[src/rtl/imem_pkg.sv]
// imem_pkg: shared state type and size constants for the program-memory arbiter.
package imem_pkg;

    typedef enum logic [1:0] {
        RUN   = 2'd0,
        DRAIN = 2'd1,
        LOAD  = 2'd2
    } imem_state_e;

    localparam int IMEM_ADDR_W     = 14;
    localparam int IMEM_DATA_W     = 32;
    localparam int IMEM_BYTE_OFF_W = 2;   // byte-offset bits below a word address
    localparam int IMEM_CSUM_W     = 32;

endpackage

[src/rtl/imem_load_csum.sv]
// imem_load_csum: modulo-2^32 accumulator of loader write data, cleared per load session.
module imem_load_csum
    import imem_pkg::*;
(
    input  logic                   clk,
    input  logic                   rst,
    input  logic                   clr,
    input  logic                   en,
    input  logic [IMEM_CSUM_W-1:0] data,
    output logic [IMEM_CSUM_W-1:0] sum
);

    always_ff @(posedge clk or posedge rst) begin
        if (rst) begin
            sum <= '0;
        end else if (clr) begin
            sum <= '0;
        end else if (en) begin
            sum <= sum + data;
        end
    end

endmodule

[src/rtl/imem_arbiter.sv]
// imem_arbiter: shares the single-port program memory between instruction fetch (RUN) and the
// UART loader (LOAD). Define IMEM_LOAD_CHECKSUM_EN to add a load checksum that qualifies load_done.
module imem_arbiter
    import imem_pkg::*;
#(
    parameter int ADDR_W = IMEM_ADDR_W,
    parameter int DATA_W = IMEM_DATA_W
) (
    input  logic              clk,
    input  logic              rst,
    input  logic              load_mode,
    input  logic              f_req,
    input  logic [31:0]       f_addr,
    output logic              f_gnt,
    output logic              f_rvalid,
    output logic [DATA_W-1:0] f_rdata,
    output logic              f_fault,
    input  logic              l_req,
    input  logic [ADDR_W-1:0] l_addr,
    input  logic [DATA_W-1:0] l_wdata,
    output logic              l_gnt,
    output logic              mem_en,
    output logic              mem_we,
    output logic [ADDR_W-1:0] mem_addr,
    output logic [DATA_W-1:0] mem_wdata,
    input  logic [DATA_W-1:0] mem_rdata,
    output logic              cpu_hold,
    output logic              load_done,
    output logic [ADDR_W:0]   load_cnt
`ifdef IMEM_LOAD_CHECKSUM_EN
    ,
    input  logic [31:0]       csum_expect,
    output logic [31:0]       load_csum,
    output logic              load_csum_ok
`endif
);

    // state | meaning: RUN fetch owns memory | DRAIN read in flight | LOAD loader owns memory
    localparam logic [ADDR_W:0] CNT_MAX = {1'b1, {ADDR_W{1'b0}}};

    imem_state_e state, state_n;
    logic        rd_pending;
    logic        done_pulse;
    logic        done_set;
    logic        sess_start;
    logic        f_bad;

    assign f_bad = (f_addr[IMEM_BYTE_OFF_W-1:0] != '0) ||
                   (f_addr[31:ADDR_W+IMEM_BYTE_OFF_W] != '0);

    // A 1-cycle memory returns the last granted read in the cycle RUN first sees load_mode,
    // so the drain completes inside RUN and DRAIN only serves as a safe pass-through.
    always_comb begin
        state_n    = state;
        f_gnt      = 1'b0;
        l_gnt      = 1'b0;
        mem_en     = 1'b0;
        mem_we     = 1'b0;
        mem_addr   = '0;
        mem_wdata  = '0;
        cpu_hold   = 1'b0;
        sess_start = 1'b0;
        done_set   = 1'b0;
        if (!rst) begin
            unique case (state)
                RUN: begin
                    cpu_hold = load_mode;
                    f_gnt    = f_req & ~load_mode;
                    if (f_gnt && !f_bad) begin
                        mem_en   = 1'b1;
                        mem_addr = f_addr[ADDR_W+IMEM_BYTE_OFF_W-1:IMEM_BYTE_OFF_W];
                    end
                    if (load_mode) begin
                        state_n    = LOAD;
                        sess_start = 1'b1;
                    end
                end
                DRAIN: begin
                    cpu_hold   = 1'b1;
                    state_n    = LOAD;
                    sess_start = 1'b1;
                end
                LOAD: begin
                    cpu_hold = 1'b1;
                    l_gnt    = l_req;
                    if (l_req) begin
                        mem_en    = 1'b1;
                        mem_we    = 1'b1;
                        mem_addr  = l_addr;
                        mem_wdata = l_wdata;
                    end
                    if (!load_mode) begin
                        state_n  = RUN;
                        done_set = 1'b1;
                    end
                end
                default: state_n = RUN;
            endcase
        end
    end

    always_ff @(posedge clk or posedge rst) begin
        if (rst) begin
            state      <= RUN;
            rd_pending <= 1'b0;
            f_rvalid   <= 1'b0;
            f_fault    <= 1'b0;
            done_pulse <= 1'b0;
            load_cnt   <= '0;
        end else begin
            state      <= state_n;
            f_rvalid   <= f_gnt;
            f_fault    <= f_gnt & f_bad;
            rd_pending <= f_gnt & ~f_bad;
            done_pulse <= done_set;
            if (sess_start) begin
                load_cnt <= '0;
            end else if (l_gnt && (load_cnt != CNT_MAX)) begin
                load_cnt <= load_cnt + (ADDR_W+1)'(1);
            end
        end
    end

    assign f_rdata = rd_pending ? mem_rdata : '0;

`ifdef IMEM_LOAD_CHECKSUM_EN
    imem_load_csum u_load_csum (
        .clk  (clk),
        .rst  (rst),
        .clr  (sess_start),
        .en   (l_gnt),
        .data (32'(l_wdata)),
        .sum  (load_csum)
    );

    assign load_csum_ok = (load_csum == csum_expect);
    assign load_done    = done_pulse & load_csum_ok;
`else
    assign load_done = done_pulse;
`endif

endmodule

[config.mk]
export PLATFORM = sky130hd
export DESIGN_NAME = imem_arbiter
export DESIGN_NICKNAME = d
export VERILOG_FILES = /design/src/rtl/imem_pkg.sv /design/src/rtl/imem_load_csum.sv /design/src/rtl/imem_arbiter.sv
export SDC_FILE = /design/constraint.sdc
export NUM_CORES = 1
export LEC_CHECK = 0
export ABC_AREA = 1
export CAP_MARGIN = 15
export CORE_MARGIN = 5
export CORE_UTILIZATION = 31
export CTS_CLUSTER_SIZE = 40
export DETAILED_ROUTE_END_ITERATION = 16
export GPL_ROUTABILITY_DRIVEN = 1
export PLACE_DENSITY = 0.87
export SLEW_MARGIN = 5
export SYNTH_ARGS = -nofsm -noshare
export SYNTH_HDL_FRONTEND = slang
export SYNTH_HIERARCHICAL = 1
export SYNTH_SLANG_ARGS = --single-unit
[constraint.sdc]
create_clock -name clk -period 4.4 [get_ports clk]
set_input_delay 0.88 -clock clk [delete_from_list [all_inputs] [get_ports clk]]
set_output_delay 0.88 -clock clk [all_outputs]
set_load 0.01 [all_outputs]
-- Word-level counts from Yosys, hierarchy flattened
Index checks and enable logic that the tools add are counted.
Widths: inputs -> output; s select.
- register bits: 21
- input bits: 115
- output and inout port bits: 101
- word-level logic and storage cells: 59
- add/sub/neg operators: 1
- eq/ne operators: 5
- muxes and demuxes: 31
- bitwise operators: 6
- reduce and logical (&&, ||, !) cells: 10
- operator list (operator ; count):
    $mux 32 ; 4
    $mux 14 ; 3
    $mux 15 ; 2
    $pmux 14 s2 ; 1
    $reduce_bool 16->1 ; 1
    $add 15x1->15 const B ; 1
    $mux 1 ; 15
    $ne 15x15->1 const B ; 1
    $pmux 1 s2 ; 3
    $pmux 2 s3 ; 1
    $mux 2 ; 2
    $ne 2x2->1 const B ; 2
    $reduce_bool 2->1 ; 2
    $and 1x1->1 ; 3
    $not 1->1 ; 3
    $reduce_and 3->1 ; 1
    $eq 2x1->1 const B ; 1
    $eq 2x2->1 const B ; 1
    $logic_and 1x1->1 ; 2
    $logic_not 2->1 ; 1
    $reduce_or 2->1 ; 1
    $logic_not 1->1 ; 1
    $logic_or 1x1->1 ; 1

-- Longest topological paths before layout
Gate-level depths: netlist of the first run.
- depth in word-level cells: 7
- mapped depth: 13
- mapped depth without buffers: 12

-- Worst setup path before layout of the first run
OpenSTA, ideal clock, no wires.
- path type: input port to output port
- start: input rst
- end: output mem_addr[10]
- data arrival time: 1.867 ns
- required time: 3.520 ns
- slack: 1.653 ns
- cell stages on the path: 6
- path buffers: 1
- cells stage by stage: inv_2 nand3_4 inv_2 buf_2 nand2_1 nand2_1
- cells in the longest elaborated chain, start to end: 1
- ends and longest elaborated chain (what ; line ; text):
    start, declared ; imem_arbiter.sv:10 ; input logic rst,
    $mux 14 ; imem_arbiter.sv:64 ; if (!rst) begin
    end, declared ; imem_arbiter.sv:24 ; output logic [ADDR_W-1:0] mem_addr,
Every way passes these cells.

-- Final worst setup path of the first run
- start: input f_addr[23]
- end: output mem_addr[1]
- cells in the longest elaborated chain, start to end: 7
- ends and longest elaborated chain (what ; line ; text):
    start, declared ; imem_arbiter.sv:13 ; input logic [31:0] f_addr,
    $reduce_bool 16->1 ; imem_arbiter.sv:49 ; (f_addr[31:ADDR_W+IMEM_BYTE_OFF_W] != '0);
    $logic_or 1x1->1 ; imem_arbiter.sv:48 ; assign f_bad = (f_addr[IMEM_BYTE_OFF_W-1:0] != '0) ||
    $logic_not 1->1 ; imem_arbiter.sv:69 ; if (f_gnt && !f_bad) begin
    $logic_and 1x1->1 ; imem_arbiter.sv:69 ;
    $mux 14 ; imem_arbiter.sv:69 ;
    $pmux 14 s2 ; imem_arbiter.sv:65 ; unique case (state)
    $mux 14 ; imem_arbiter.sv:64 ;
Every way passes these cells.

==> parameters.txt, run 1 <==
Parameter                              Value

Timing
  Number of pins exceeding their max-slew limit in the final report    0
  Number of endpoints with negative hold slack in the final report    0
  Unrepaired setup endpoints after global routing    no
  Share of the cycle needed by the critical path after routing    0.8575
  Max Clock Freq    roughly 0.27 GHz
  Fin crit period    approximately 3.8 ns
  Setup skew after layout    between 0.007 and 0.008 ns
  Number of failing setup endpoints in the final timing report    0
  Transition time of the tightest slew-check pin    0.9128 ns
  Relative slew margins    0.3914
  TNS Setup    0 ns

Critical path
  Category of the worst setup path capture point    output pin
  Setup slack, reg-to-reg    2.50 ns
  Kind of start point of the critical path    input pin
  Endpoint of the worst register-to-register path    load_cnt[3]
  Largest fanout of any net on the critical path    15
  Signal arrival time at the worst endpoint    just under 3 ns
  RR Startpoint    state[1]
  Required time at the worst-slack endpoint    3.52 ns
  Path depth of the worst reg2reg path    7
  WS Path Type    in2out

Placement
  Routability Congestion    about 0.95
  Sum of net half-perimeters after detailed placement    between 8000 and 9000 um
  Count of input and output buffers    ~220

Logic synthesis
  Instance count of the mapped netlist    approximately 370
  Mapped Avg Cell Area    5.384 um2
  Netlist Area Pre-Place    between 0.002 and 0.0025 mm2
  Number of flip-flops and latches in the synthesized netlist    20
  Synth Flop Type    sky130_fd_sc_hd__dfrtp_1
  Share of the yosys chip area belonging to registers    0.2492
  Asr flop ratio synth    1.000
  Number of nets in the synthesized netlist    490
  Post-synth cell types    24
  Number of warnings reported in the yosys synthesis log    6
  Count of flip-flops with a built-in enable after synthesis    0

Floorplanning
  Overall die area    0.008188 mm2
  Number of core rows    29
  Placeable core region    around 0.0063 mm2
  Chip Height    just over 90 um
  Starting density of the core    0.3181
  Horizontal extent of the die    slightly above 90 um
  Ports placed on the boundary    between 200 and 250

Hold path
  End point of the most critical hold path    load_cnt[14]
  Hold Startpoint    load_cnt[14]
  Class of the worst hold path    reg2reg
  Worst hold path stage count    2

Drt
  Met3 wirelength from detailed routing    856 um
  Detail Route Antenna Nets    0
  Highest routing layer actually used    met4
  Routed WL    just under 10000 um
  Met1 WL    3476 um
  Drt pass-1 iters    4
  Detailed router's first-iteration violation count    between 60 and 70
  Drt via density    approximately 4.5
  Via count of the routed design    about 3000
  Detailed route wirelength on metal2    between 5000 and 6000 um
  Per-cell routed wire length    ~15 um
  Remaining design rule violation count    0

Global route
  GRT Residual Overflow    0
  Global routing usage summed across all routing layers    0.2211
  Vias in the first global route    approximately 2800
  Antenna violations before repair    0
  Largest net degree at the start of global routing    36
  Global-route wire length before repair    approximately 15000 um

Clock network
  Clock-pin transition on the worst setup and hold timing paths    0.07 ns
  Clock tree from TritonCTS    done
  Total setup buffers inserted after CTS    0
  Clock root buffer    sky130_fd_sc_hd__clkbuf_8
  CTS Hold Buffers Added    0
  Skew-Pair Late Insertion Delay    about 0.26 ns
  Quantity of gates resized following cts    0
  Sink Count    20
  Maximum buffer depth of the clock tree    2
  H-Tree Depth    1
  Number of buffers created by CTS    3

Finish
  Fraction of final layout cells with drive strength greater than 1    0.02754
  Count of nets after finishing    700
  Top library cells by usage in the layout, fill and taps aside    215 x sky130_fd_sc_hd__clkdlybuf4s50_1, 127 x sky130_fd_sc_hd__nand2_1, 82 x sky130_fd_sc_hd__inv_1, 67 x sky130_fd_sc_hd__nor2_1, 27 x sky130_fd_sc_hd__nand3_1
  Area Growth Syn to Fin    111.7%
  Utilization after layout    0.6734
  Most common cell after layout, fill and taps aside    sky130_fd_sc_hd__clkdlybuf4s50_1
  Total inserted antenna cells    0

Flow run
  Max Cap Viol    0

Pwr
  Total leakage power    2.216 nW
  Pwr per Cell Area    approximately 140 mW/mm2
  Worst vdd rail ir drop    approximately 0.13 mV

Run status
  Result of the run    completed
critical path: stages:
cell,delay [ns]
sky130_fd_sc_hd__clkdlybuf4s50_1,0.41
sky130_fd_sc_hd__nor2_1,0.11
sky130_fd_sc_hd__nand2_1,0.06
sky130_fd_sc_hd__nor2_1,0.08
sky130_fd_sc_hd__nand3_1,0.10
sky130_fd_sc_hd__nor2_2,0.46
sky130_fd_sc_hd__nand3_1,0.16
sky130_fd_sc_hd__nand2_1,0.11
sky130_fd_sc_hd__clkdlybuf4s50_1,0.53
worst max path at each step:
stage / start / endpoint / slack [ns]
final: f_addr[23] / mem_addr[1] / 0.63
after CTS: f_addr[23] / mem_addr[0] / 0.62
after global routing: f_addr[27] / mem_en / 0.37
after floorplan: rst / mem_addr[10] / 1.65
after detailed placement: f_addr[23] / mem_addr[0] / 0.62
after global placement: f_addr[27] / mem_en / 0.65
where the power goes:
part	internal, mW	switching [mW]	leakage (nW)
sequential	0.200	0.0297	0.272
clock	0.0610	0.0586	0.0216
combinational	0.166	0.101	1.92
final cells by class:
type / count / area, um2
Clock buffer: 3 / 41.29
Fill cell: 573 / 2062
Inverter: 85 / 320.3
Multi-Input combinational cell: 256 / 1126
Sequential cell: 20 / 500.5
Tap cell: 77 / 96.34
Timing Repair Buffer: 217 / 2167
cell usage after synthesis (2+ instances only):
| cell | count | area, um2 |
|---|---|---|
| sky130_fd_sc_hd__dfrtp_1 | 20 | 500.5 |
| sky130_fd_sc_hd__buf_2 | 4 | 20.02 |
| sky130_fd_sc_hd__nand2_1 | 127 | 476.7 |
| sky130_fd_sc_hd__nand3_1 | 27 | 135.1 |
| sky130_fd_sc_hd__ha_1 | 2 | 25.02 |
| sky130_fd_sc_hd__inv_2 | 2 | 7.510 |
| sky130_fd_sc_hd__o21ai_0 | 6 | 30.03 |
| sky130_fd_sc_hd__nor2_1 | 67 | 251.5 |
| sky130_fd_sc_hd__nand4_1 | 11 | 68.82 |
| sky130_fd_sc_hd__inv_1 | 82 | 307.8 |
| sky130_fd_sc_hd__clkbuf_1 | 6 | 22.52 |
| sky130_fd_sc_hd__xor2_1 | 5 | 43.79 |
| sky130_fd_sc_hd__nor2_2 | 3 | 18.77 |
kinds of logic (layout without fill, tap and decap cells):
kind of cell	after synthesis	in the layout	synth area share
buffers and inverters	97	305	0.1900
adders and majority gates	2	2	0.01246
AOI/OAI and AO/OA	8	8	0.02306
xor gates and xnor gates	6	6	0.02617
DFF	20	20	0.2492
and+or+nand+nor	240	240	0.4991
registers in the layout, indices dropped and copies added (netlist names):
name,cells
state,1
load_cnt,15
rd_pending,1
load_done,1
f_fault,1
f_rvalid,1
per-stage QoR:
stage	worst slack [ns]	cells	hold WS (ns)	total power, mW	cell area [um2]
finish	0.6272	658	0.5795	0.6158	4252
global placement	0.6471	655	0.5518	0.4938	4210
CTS	0.6209	658	0.5740	0.6219	4252
global route	0.3730	658	0.6122	0.6564	4252
detailed placement	0.6224	655	0.5573	0.4992	4210
floorplan	1.653	373	0.5634	0.3162	2008
metal layers:
metal	global-route usage	vias up
met5	0	-
met4	0.06452	0
met3	0.06083	17
met2	0.4280	156
met1	0.2269	1300
li1	-	1505
(Power assumes the default switching activity.)
==> run 2: changes to the inputs <==
--- a/config.mk
+++ b/config.mk
@@ -8,11 +8,12 @@
 export ABC_AREA = 1
 export CAP_MARGIN = 15
 export CORE_MARGIN = 5
-export CORE_UTILIZATION = 31
+export CORE_UTILIZATION = 29
 export CTS_CLUSTER_SIZE = 40
 export DETAILED_ROUTE_END_ITERATION = 16
 export GPL_ROUTABILITY_DRIVEN = 1
-export PLACE_DENSITY = 0.87
+export PLACE_DENSITY = 0.83
+export RECOVER_POWER = 25
 export SLEW_MARGIN = 5
 export SYNTH_ARGS = -nofsm -noshare
 export SYNTH_HDL_FRONTEND = slang
==> constraint.sdc (replaced) <==
create_clock -name clk -period 3.5 [get_ports clk]
set_input_delay 0.7 -clock clk [delete_from_list [all_inputs] [get_ports clk]]
set_output_delay 0.7 -clock clk [all_outputs]
set_load 0.01 [all_outputs]
==> parameters.txt, run 2 (same netlist as run 1, synthesis figures left out) <==
Parameter                              Value

Critical path
  Largest fanout of any net on the critical path    15 (unchanged)
  Setup slack, reg-to-reg    1.72 ns (-0.78 ns)
  Kind of start point of the critical path    input pin
  Category of the worst setup path capture point    output pin
  WS Path Type    in2out
  Signal arrival time at the worst endpoint    2.53 ns (-0.36 ns)
  Required time at the worst-slack endpoint    2.80 ns (-0.72 ns)

Timing
  TNS Setup    0 ns (unchanged)
  Unrepaired setup endpoints after global routing    no
  Number of failing setup endpoints in the final timing report    0 (unchanged)
  Number of endpoints with negative hold slack in the final report    0 (unchanged)
  Setup skew after layout    0.008076 ns (+0.0004304 ns)
  Transition time of the tightest slew-check pin    1.031 ns (+0.1180 ns)
  Share of the cycle needed by the critical path after routing    0.9228
  Max Clock Freq    around 0.31 GHz
  Number of pins exceeding their max-slew limit in the final report    0 (unchanged)
  Relative slew margins    0.3128 (-0.07867)
  Fin crit period    between 3 and 4 ns

Finish
  Number of fill cells in the layout    592 (+3.3%)
  Most common cell after layout, fill and taps aside    sky130_fd_sc_hd__clkdlybuf4s50_1
  Max FFs per register    15 (unchanged)
  Final Cell Area    0.004275 mm2 (+0.56%)
  Total inserted antenna cells    0 (unchanged)
  Top library cells by usage in the layout, fill and taps aside    205 x sky130_fd_sc_hd__clkdlybuf4s50_1, 127 x sky130_fd_sc_hd__nand2_1, 83 x sky130_fd_sc_hd__inv_1, 67 x sky130_fd_sc_hd__nor2_1, 27 x sky130_fd_sc_hd__nand3_1
  Non-filler instance count after layout    664 (+0.91%)
  Fraction of final layout cells with drive strength greater than 1    0.02740 (-0.0001415)
  Area Growth Syn to Fin    112.9%
  Register with the most flip-flops    load_cnt
  Count of nets after finishing    702 (+0.29%)

Flow run
  Max Cap Viol    0 (unchanged)

Placement
  Count of input and output buffers    215 (unchanged)
  Routability Congestion    0.9000 (-5.3%)
  Total placed instance area    0.004229 mm2 (+0.45%)
  Sum of net half-perimeters after detailed placement    8080 um (-2.6%)
  Instance count after placement with tap cells included    660 (+0.76%)

Clock network
  Total setup buffers inserted after CTS    0 (unchanged)
  Clock root buffer    sky130_fd_sc_hd__clkbuf_8
  Clock-pin transition on the worst setup and hold timing paths    0.08 ns (about the same)
  CTS Hold Buffers Added    0 (unchanged)
  Quantity of gates resized following cts    0 (unchanged)
  Sink Count    20 (unchanged)
  Number of buffers created by CTS    3 (unchanged)
  Maximum buffer depth of the clock tree    2 (unchanged)
  Skew-Pair Late Insertion Delay    0.27 ns (about the same)
  H-Tree Depth    1 (unchanged)
  Clock tree from TritonCTS    done

Drt
  Drt pass-1 iters    6 (+2)
  Detail Route Antenna Nets    0 (unchanged)
  Per-cell routed wire length    14.32 um (-3.3%)
  Drt via density    4.465 (-1.3%)
  Routed WL    9508 um (-2.4%)
  Remaining design rule violation count    0 (unchanged)
  Via count of the routed design    2965 (-0.44%)
  Detailed router's first-iteration violation count    188 (+180%)

Global route
  Global-route wire length before repair    14190 um (-3.9%)
  Global routing usage summed across all routing layers    0.2043 (-0.01687)
  Largest net degree at the start of global routing    35 (-2.8%)
  GRT Residual Overflow    0 (unchanged)
  Vias in the first global route    2829 (-0.25%)
  Antenna violations before repair    0 (unchanged)

Pwr
  Int Pwr    0.5559 mW (+30%)
  Worst vdd rail ir drop    0.1508 mV (+20%)
  Pwr per Cell Area    188.8 mW/mm2 (+30%)
  Clk network pwr share    0.230 (+0.036)
  Switching power    0.2515 mW (+33%)
  Total leakage power    2.258 nW (+1.9%)
  Register share of total power    0.359 (-0.014)
  Combinational share of power    0.411 (-0.022)
  Switching power as a share of total power    0.3115 (+0.004743)

Floorplanning
  Overall die area    0.008689 mm2 (+6.1%)
  Horizontal extent of the die    93.22 um (+3.0%)
  Number of core rows    30 (+3.4%)
  Ports placed on the boundary    216 (unchanged)
  Placeable core region    0.006756 mm2 (+7.0%)
  Starting density of the core    0.2972 (-0.02085)
  Chip Height    93.22 um (+3.0%)

Hold path
  Class of the worst hold path    reg2reg

Run status
  Result of the run    completed
## run 2: changes by cell type in the layout (fill, tap and decap cells not counted)
| cell | delta |
|---|---|
| sky130_fd_sc_hd__clkdlybuf4s50_1 | -10 |
| sky130_fd_sc_hd__inv_2 | -1 |
| sky130_fd_sc_hd__clkbuf_1 | +1 |
| sky130_fd_sc_hd__inv_1 | +1 |
| sky130_fd_sc_hd__clkbuf_8 | +1 |
| sky130_fd_sc_hd__nor3_1 | +1 |
| sky130_fd_sc_hd__dlygate4sd3_1 | +10 |
| sky130_fd_sc_hd__buf_4 | +1 |
| sky130_fd_sc_hd__nor3_2 | -1 |
## run 2: worst paths after layout
kind,from,end,cells past startpoint
min,load_cnt[14],load_cnt[14],2
max in group asynchronous,rst,load_cnt[3],3
min reg2reg,load_cnt[14],load_cnt[14],2
min in group asynchronous,rst,rd_pending,2
max reg2reg,load_cnt[0],load_cnt[7],12
max,load_mode,mem_addr[7],8
## run 2: metrics by stage
| step | total power [mW] | setup WS, ns | util | hold slack (ns) |
|---|---|---|---|---|
| detailed placement | 0.6308 | 0.3448 | 0.6259 | 0.5648 |
| CTS | 0.8182 | 0.3382 | 0.6341 | 0.5850 |
| global route | 0.8490 | 0.1015 | 0.6328 | 0.6098 |
| floorplan | 0.3975 | 1.113 | - | 0.5634 |
| global placement | 0.6237 | 0.3611 | 0.6259 | 0.5497 |
| finish | 0.8074 | 0.2700 | 0.6328 | 0.5787 |
## run 2: power by group through the flow
stage,clock [mW],combinational (mW),sequential (mW)
after floorplan,0,0.105,0.293
after global placement,0,0.332,0.292
after detailed placement,0,0.338,0.293
after CTS,0.189,0.341,0.289
after global routing,0.195,0.361,0.293
final,0.185,0.332,0.290
## run 2: per-layer routing
metal  GRT usage  part of all wire  vias up
li1            -                 -     1507
met1      0.2198              0.37     1300
met2      0.3821              0.52      143
met3     0.06034             0.093       15
met4     0.06105             0.019        0
met5           0                 0        -
## run 2: layout make-up
cell class / instances / area (um2) / area share
clock buffers: 4 / 55.05 / 0.01288
well taps: 80 / 100.1 / 0.02341
multi-input cells: 256 / 1121 / 0.2622
inverters: 85 / 320.3 / 0.07492
flip-flops and latches: 20 / 500.5 / 0.1171
repair buffers: 219 / 2178 / 0.5095
## run 2: critical path, cell delays in order
cell                              delay, ns
sky130_fd_sc_hd__clkdlybuf4s50_1       0.45
sky130_fd_sc_hd__inv_1                 0.07
sky130_fd_sc_hd__nand2_1               0.06
sky130_fd_sc_hd__nor3_1                0.26
sky130_fd_sc_hd__buf_4                 0.27
sky130_fd_sc_hd__nand3_1               0.10
sky130_fd_sc_hd__nand2_1               0.07
sky130_fd_sc_hd__clkdlybuf4s50_1       0.54
==> RTL change 1: new RTL, settings of run 2 <==
The package constant `IMEM_BYTE_OFF_W` goes from 2 to 3.
--- a/src/rtl/imem_pkg.sv
+++ b/src/rtl/imem_pkg.sv
@@ -9,7 +9,7 @@
 
     localparam int IMEM_ADDR_W     = 14;
     localparam int IMEM_DATA_W     = 32;
-    localparam int IMEM_BYTE_OFF_W = 2;   // byte-offset bits below a word address
+    localparam int IMEM_BYTE_OFF_W = 3;   // byte-offset bits below a word address
     localparam int IMEM_CSUM_W     = 32;
 
 endpackage
Behaviour: not the same (a bounded check fails within 4 cycles, from zero or initial values and one cycle with rst high).
==> RTL change 1 against run 2 <==
  * Die area down 0.50%
  * Sequential cell count is the same
  * Sequential share of layout area about the same
  * Synthesized area shrank 0.56%
  * Worst hold slack better by 0.015 ns
  * Design area about the same
  * Wire length shrank 0.23%
  * Utilization up 0.056 points
  * Total power up 6.4%
  * Worst setup slack worse by 0.086 ns
  * Clock skew fell by 0.0065 ns
==> RTL change 1: results (changes against run 2) <==
INFO  metric maxSlewHeadroom = 39.3% (+8.0 points)
INFO  metric synthesis.area_per_instance = 5.34 um2 (-0.83%)
INFO  metric final_nets = 704 (+0.28%)
INFO  metric switching_fraction_of_total_power = 28.9% (-2.3 points)
INFO  metric seq_area_frac_synth = 25.1% (+0.14 points)
INFO  metric numPlacedInstances = 662 (+0.30%)
INFO  metric largest_reg_flops = 15 (unchanged)
INFO  metric dp_hpwl = 8.02 mm (-0.71%)
INFO  metric number_of_nets_in_the_synthesized_netlist = 491 (+0.20%)
INFO  metric wire_per_inst = 14.2 um (-0.53%)
INFO  metric clock_latency = approximately 0.26 ns
INFO  metric critical_path_peak_fanout = 17 (+2)
INFO  metric power.static_leakage = 0.00226 uW (+0.20%)
INFO  metric met3WireLength = 984 um (+11%)
INFO  metric detail_route.iter0.violations = 157 (-16%)
INFO  metric fillerInstances = 586 (-1.0%)
INFO  metric post_layout_nonfiller_instances = 666 (+0.30%)
INFO  metric cts.repair.resized = 0 (unchanged)
INFO  metric ys_warn_count = 6 (unchanged)
INFO  metric final_total_negative_setup_slack = 0 ns (unchanged)
INFO  metric ir_worst_vdd = 0.000228 V (+51%)
INFO  metric gr-usage-all-layers = 19.9% (-0.57 points)
INFO  metric firstDrtPassIters = 4 (-2)
INFO  metric crit_path_top_delay_cell = sky130_fd_sc_hd__dlygate4sd3_1
INFO  metric arrival = 2.62 ns (+0.09 ns)
INFO  metric met1Wirelength = 3.56 mm (+2.3%)
INFO  metric detailroute.wirelength.met2 = 4.75 mm (-4.3%)
INFO  metric gp_congestion = 0.902 (+0.18%)
INFO  metric synth_area_leaders = sky130_fd_sc_hd__nand2_1 27%, sky130_fd_sc_hd__dfrtp_1 25%, sky130_fd_sc_hd__inv_1 15%, sky130_fd_sc_hd__nor2_1 13%, sky130_fd_sc_hd__nand4_1 3.4%
INFO  metric grt_pass1_wl = 13.6 mm (-3.9%)
INFO  metric worst_clock_skew = 0.00154 ns (-0.00653 ns)
INFO  metric synth-async-reset-ratio = 100% (unchanged)
INFO  metric status = completed
INFO  metric synth_cell_type_count = 25 (+4.2%)
INFO  metric vias = 2970 (+0.17%)
INFO  metric proportion_of_layout_cells_with_a_drive_suffix_above_1 = 2.90% (+0.16 points)
INFO  metric grt_pass1_vias = 2784 (-1.6%)
INFO  metric placement.setup.worst_slack = 0.103 ns (-0.242 ns)
## RTL change 1: cell count changes in the layout (fill, tap and decap cells not counted), sizes merged
cell,delta
dlygate4sd3,+1
or2,+1
buf,-2
inv,+1
clkinv,-1
clkbuf,+1
nand3,-15
bufinv,+1
nand2,+16
clkdlybuf4s50,-1
## RTL change 1: path summary, 6_finish.rpt
| path | from | to | slack, ns | cells after the start |
|---|---|---|---|---|
| worst max-delay path | rst | mem_addr[7] | 0.18 | 7 |
| worst min-delay path | load_cnt[14]$_DFFE_PP0P_ | load_cnt[14]$_DFFE_PP0P_ | 0.59 | 2 |
| worst max register to register | load_cnt[0]$_DFFE_PP0P_ | load_cnt[8]$_DFFE_PP0P_ | 1.73 | 9 |
| worst min register to register | load_cnt[14]$_DFFE_PP0P_ | load_cnt[14]$_DFFE_PP0P_ | 0.59 | 2 |
| max in group asynchronous | rst | load_cnt[14]$_DFFE_PP0P_ | 1.91 | 3 |
| min in group asynchronous | rst | load_done$_DFF_PP0_ | 0.81 | 2 |
## RTL change 1: layout make-up
class / count / share of cell area [%]
Tap cell: 80 / 2.34
Multi-Input combinational cell: 258 / 26.0
Clock inverter: 1 / 0.702
Sequential cell: 20 / 11.7
Timing Repair Buffer: 219 / 50.7
Clock buffer: 3 / 0.965
Inverter: 85 / 7.57
## RTL change 1: cell families (layout without fill, tap and decap cells)
group / count (synthesis) / in the layout / synth area share (%)
and+or+nand+nor: 242 / 242 / 49.5
buffers and inverters: 96 / 308 / 19.2
DFF: 20 / 20 / 25.1
AOI/OAI and AO/OA: 8 / 8 / 2.32
xor gates and xnor gates: 6 / 6 / 2.63
adders and majority gates: 2 / 2 / 1.25
## RTL change 1: layer usage
layer,GRT usage (%),up-vias
met2,36.8,171
met5,0,-
li1,-,1502
met4,5.62,0
met1,21.7,1276
met3,6.11,21
## RTL change 1: worst register-to-register path, delay by kind of cell, from the launching register on
kind                     cells  cell delay (ns)
AND/OR/NAND/NOR              5             0.45
adder cells (fa/ha/maj)      1             0.22
flip-flops                   1             0.44
buffers and inverters        2             0.16
AO/OA/AOI/OAI                1             0.46
## RTL change 1: power groups by stage
stage	logic, uW	registers [uW]	clock network (uW)
after CTS	345	287	238
after global routing	368	292	244
final	338	288	233
after floorplan	109	292	0
after detailed placement	343	292	0
after global placement	336	291	0
## RTL change 1: metrics by stage
stage	hold WS (ns)	cell area [um2]
6_report	0.593	4280
5_1_grt	0.615	4280
4_1_cts	0.580	4290
3_5_place_dp	0.558	4220
3_3_place_gp	0.554	4220
2_1_floorplan	0.563	2000
==> RTL change 2: new RTL, flow settings as in run 2 <==
Made on the original files. Remove the register `f_fault`: a continuous assignment takes its place, so the output `f_fault` follows one clock earlier.
--- a/src/rtl/imem_arbiter.sv
+++ b/src/rtl/imem_arbiter.sv
@@ -104,13 +104,11 @@
             state      <= RUN;
             rd_pending <= 1'b0;
             f_rvalid   <= 1'b0;
-            f_fault    <= 1'b0;
             done_pulse <= 1'b0;
             load_cnt   <= '0;
         end else begin
             state      <= state_n;
             f_rvalid   <= f_gnt;
-            f_fault    <= f_gnt & f_bad;
             rd_pending <= f_gnt & ~f_bad;
             done_pulse <= done_set;
             if (sess_start) begin
@@ -120,6 +118,8 @@
             end
         end
     end
+
+    assign f_fault = f_gnt & f_bad;
 
     assign f_rdata = rd_pending ? mem_rdata : '0;
 
Function: changed (a bounded check fails within 4 cycles, from zero or initial values and one cycle with rst high).
==> RTL change 2 against run 2 <==
  * Sequential share of layout area is 0.40 points lower
  * Total power is 10% lower
  * Wire length is 4.2% lower
  * Die area is 3.0% lower
  * Synthesized area is 3.4% lower
  * Utilization is 2.2 points higher
  * Fmax is 0.56% higher
  * Worst setup slack better by 0.018 ns
  * Worst hold slack better by 0.0030 ns
  * Design area is 1.6% lower
  * Sequential cell count is 1 lower
  * Final cell count is 1.4% lower
==> RTL change 2: results (changes against run 2) <==
INFO  metric met1_usage = 21.7% (-0.30 points)
INFO  metric grt_pass1_vias = 2830 (+0.035%)
INFO  metric seq_area_frac_synth = 24.5% (-0.42 points)
INFO  metric worst_r2r_path_depth = 10 (-2)
INFO  metric initial_core_util = 30.2% (+0.49 points)
INFO  metric number_of_nets_in_the_synthesized_netlist = 483 (-1.4%)
INFO  metric timing.final.crit_period = 3.21 ns (-0.0180 ns)
INFO  metric placement.setup.worst_slack = 0.280 ns (-0.0646 ns)
INFO  metric fillerInstances = 552 (-6.8%)
INFO  metric firstDrtPassIters = 4 (-2)
INFO  metric max_stage_delay = 0.58 ns (+0.04 ns)
INFO  metric synth_compound_area_share = 1.93% (-0.37 points)
INFO  metric synth_fa_ha_area_share = 1.29% (+0.043 points)
INFO  metric synthTopCellsByCount = 126 x sky130_fd_sc_hd__nand2_1, 79 x sky130_fd_sc_hd__inv_1, 66 x sky130_fd_sc_hd__nor2_1
INFO  metric worst_clock_skew = 0.00455 ns (-0.00352 ns)
INFO  metric status = completed
INFO  metric arrival = 2.51 ns (-0.02 ns)
INFO  metric met3_usage = 6.96% (+0.92 points)
INFO  metric maxSlewHeadroom = 38.9% (+7.7 points)
INFO  metric synth_area_leaders = sky130_fd_sc_hd__dfrtp_1 25%, sky130_fd_sc_hd__nand2_1 24%, sky130_fd_sc_hd__inv_1 15%, sky130_fd_sc_hd__nor2_1 13%, sky130_fd_sc_hd__nand3_1 7.5%
INFO  metric placed_cell_area = 0.00416 mm2 (-1.6%)
INFO  metric post_synth_xor_area_fraction = 2.71% (+0.091 points)
INFO  metric synth_cell_type_count = 21 (-13%)
INFO  metric proportion_of_layout_cells_with_a_drive_suffix_above_1 = 2.77% (+0.028 points)
INFO  metric gp_congestion = 0.882 (-2.1%)
INFO  metric grt_pass1_wl = 14.3 mm (+0.87%)
INFO  metric detail_route.iter0.violations = 154 (-18%)
INFO  metric vias_per_cell = 4.44 (-0.51%)
INFO  metric worst_setup_path_endpoint = mem_addr[13]
INFO  metric pin_count_of_the_biggest_net_entering_global_routing = 33 (-5.7%)
-- RTL change 2: area by class of cell --
cell class                      instances  area [um2]  share of cell area (%)
Timing Repair Buffer                  221        2190                    52.2
Sequential cell                        19         475                    11.3
Tap cell                               77        96.3                    2.29
Multi-Input combinational cell        251        1080                    25.7
Clock buffer                            3        41.3                   0.982
Clock inverter                          1        5.00                   0.119
Inverter                               83         312                    7.41
-- RTL change 2: kinds of logic (layout without fill, tap and decap cells) --
| group | count (synthesis) | after routing |
|---|---|---|
| adder cells (fa/ha/maj) | 2 | 2 |
| buffers and inverters | 96 | 308 |
| XOR/XNOR | 6 | 6 |
| AND/OR/NAND/NOR | 236 | 236 |
| AO/OA/AOI/OAI | 7 | 7 |
| flip-flops | 19 | 19 |
-- RTL change 2: power by group --
group	total [uW]	switching (uW)	internal [uW]
sequential	263	27.9	235
combinational	306	114	192
clock	154	74.9	79.3
total	723	217	507
-- RTL change 2: worst min path at each step --
stage / from / endpoint / slack (ns) / depth (start not counted)
final: load_cnt[14]$_DFFE_PP0P_ / load_cnt[14]$_DFFE_PP0P_ / 0.58 / 2
after global routing: load_cnt[14]$_DFFE_PP0P_ / load_cnt[14]$_DFFE_PP0P_ / 0.60 / 2
after CTS: load_cnt[14]$_DFFE_PP0P_ / load_cnt[14]$_DFFE_PP0P_ / 0.58 / 2
after detailed placement: load_cnt[14]$_DFFE_PP0P_ / load_cnt[14]$_DFFE_PP0P_ / 0.56 / 2
after global placement: load_cnt[14]$_DFFE_PP0P_ / load_cnt[14]$_DFFE_PP0P_ / 0.56 / 2
after floorplan: load_cnt[14]$_DFFE_PP0P_ / load_cnt[14]$_DFFE_PP0P_ / 0.56 / 2
-- RTL change 2: metrics by stage --
| stage | hold slack (ns) | total power (uW) | cells |
|---|---|---|---|
| 2_1_floorplan | 0.565 | 358 | 366 |
| 3_3_place_gp | 0.563 | 572 | 651 |
| 3_5_place_dp | 0.558 | 577 | 651 |
| 4_1_cts | 0.581 | 734 | 655 |
| 5_1_grt | 0.604 | 768 | 655 |
| 6_report | 0.582 | 723 | 655 |
-- RTL change 2: layer usage --
| layer | wire length [um] | vias to the layer above |
|---|---|---|
| met5 | 0 | - |
| met4 | 196 | 0 |
| met3 | 958 | 16 |
| met2 | 4650 | 152 |
| met1 | 3310 | 1251 |
| li1 | - | 1491 |
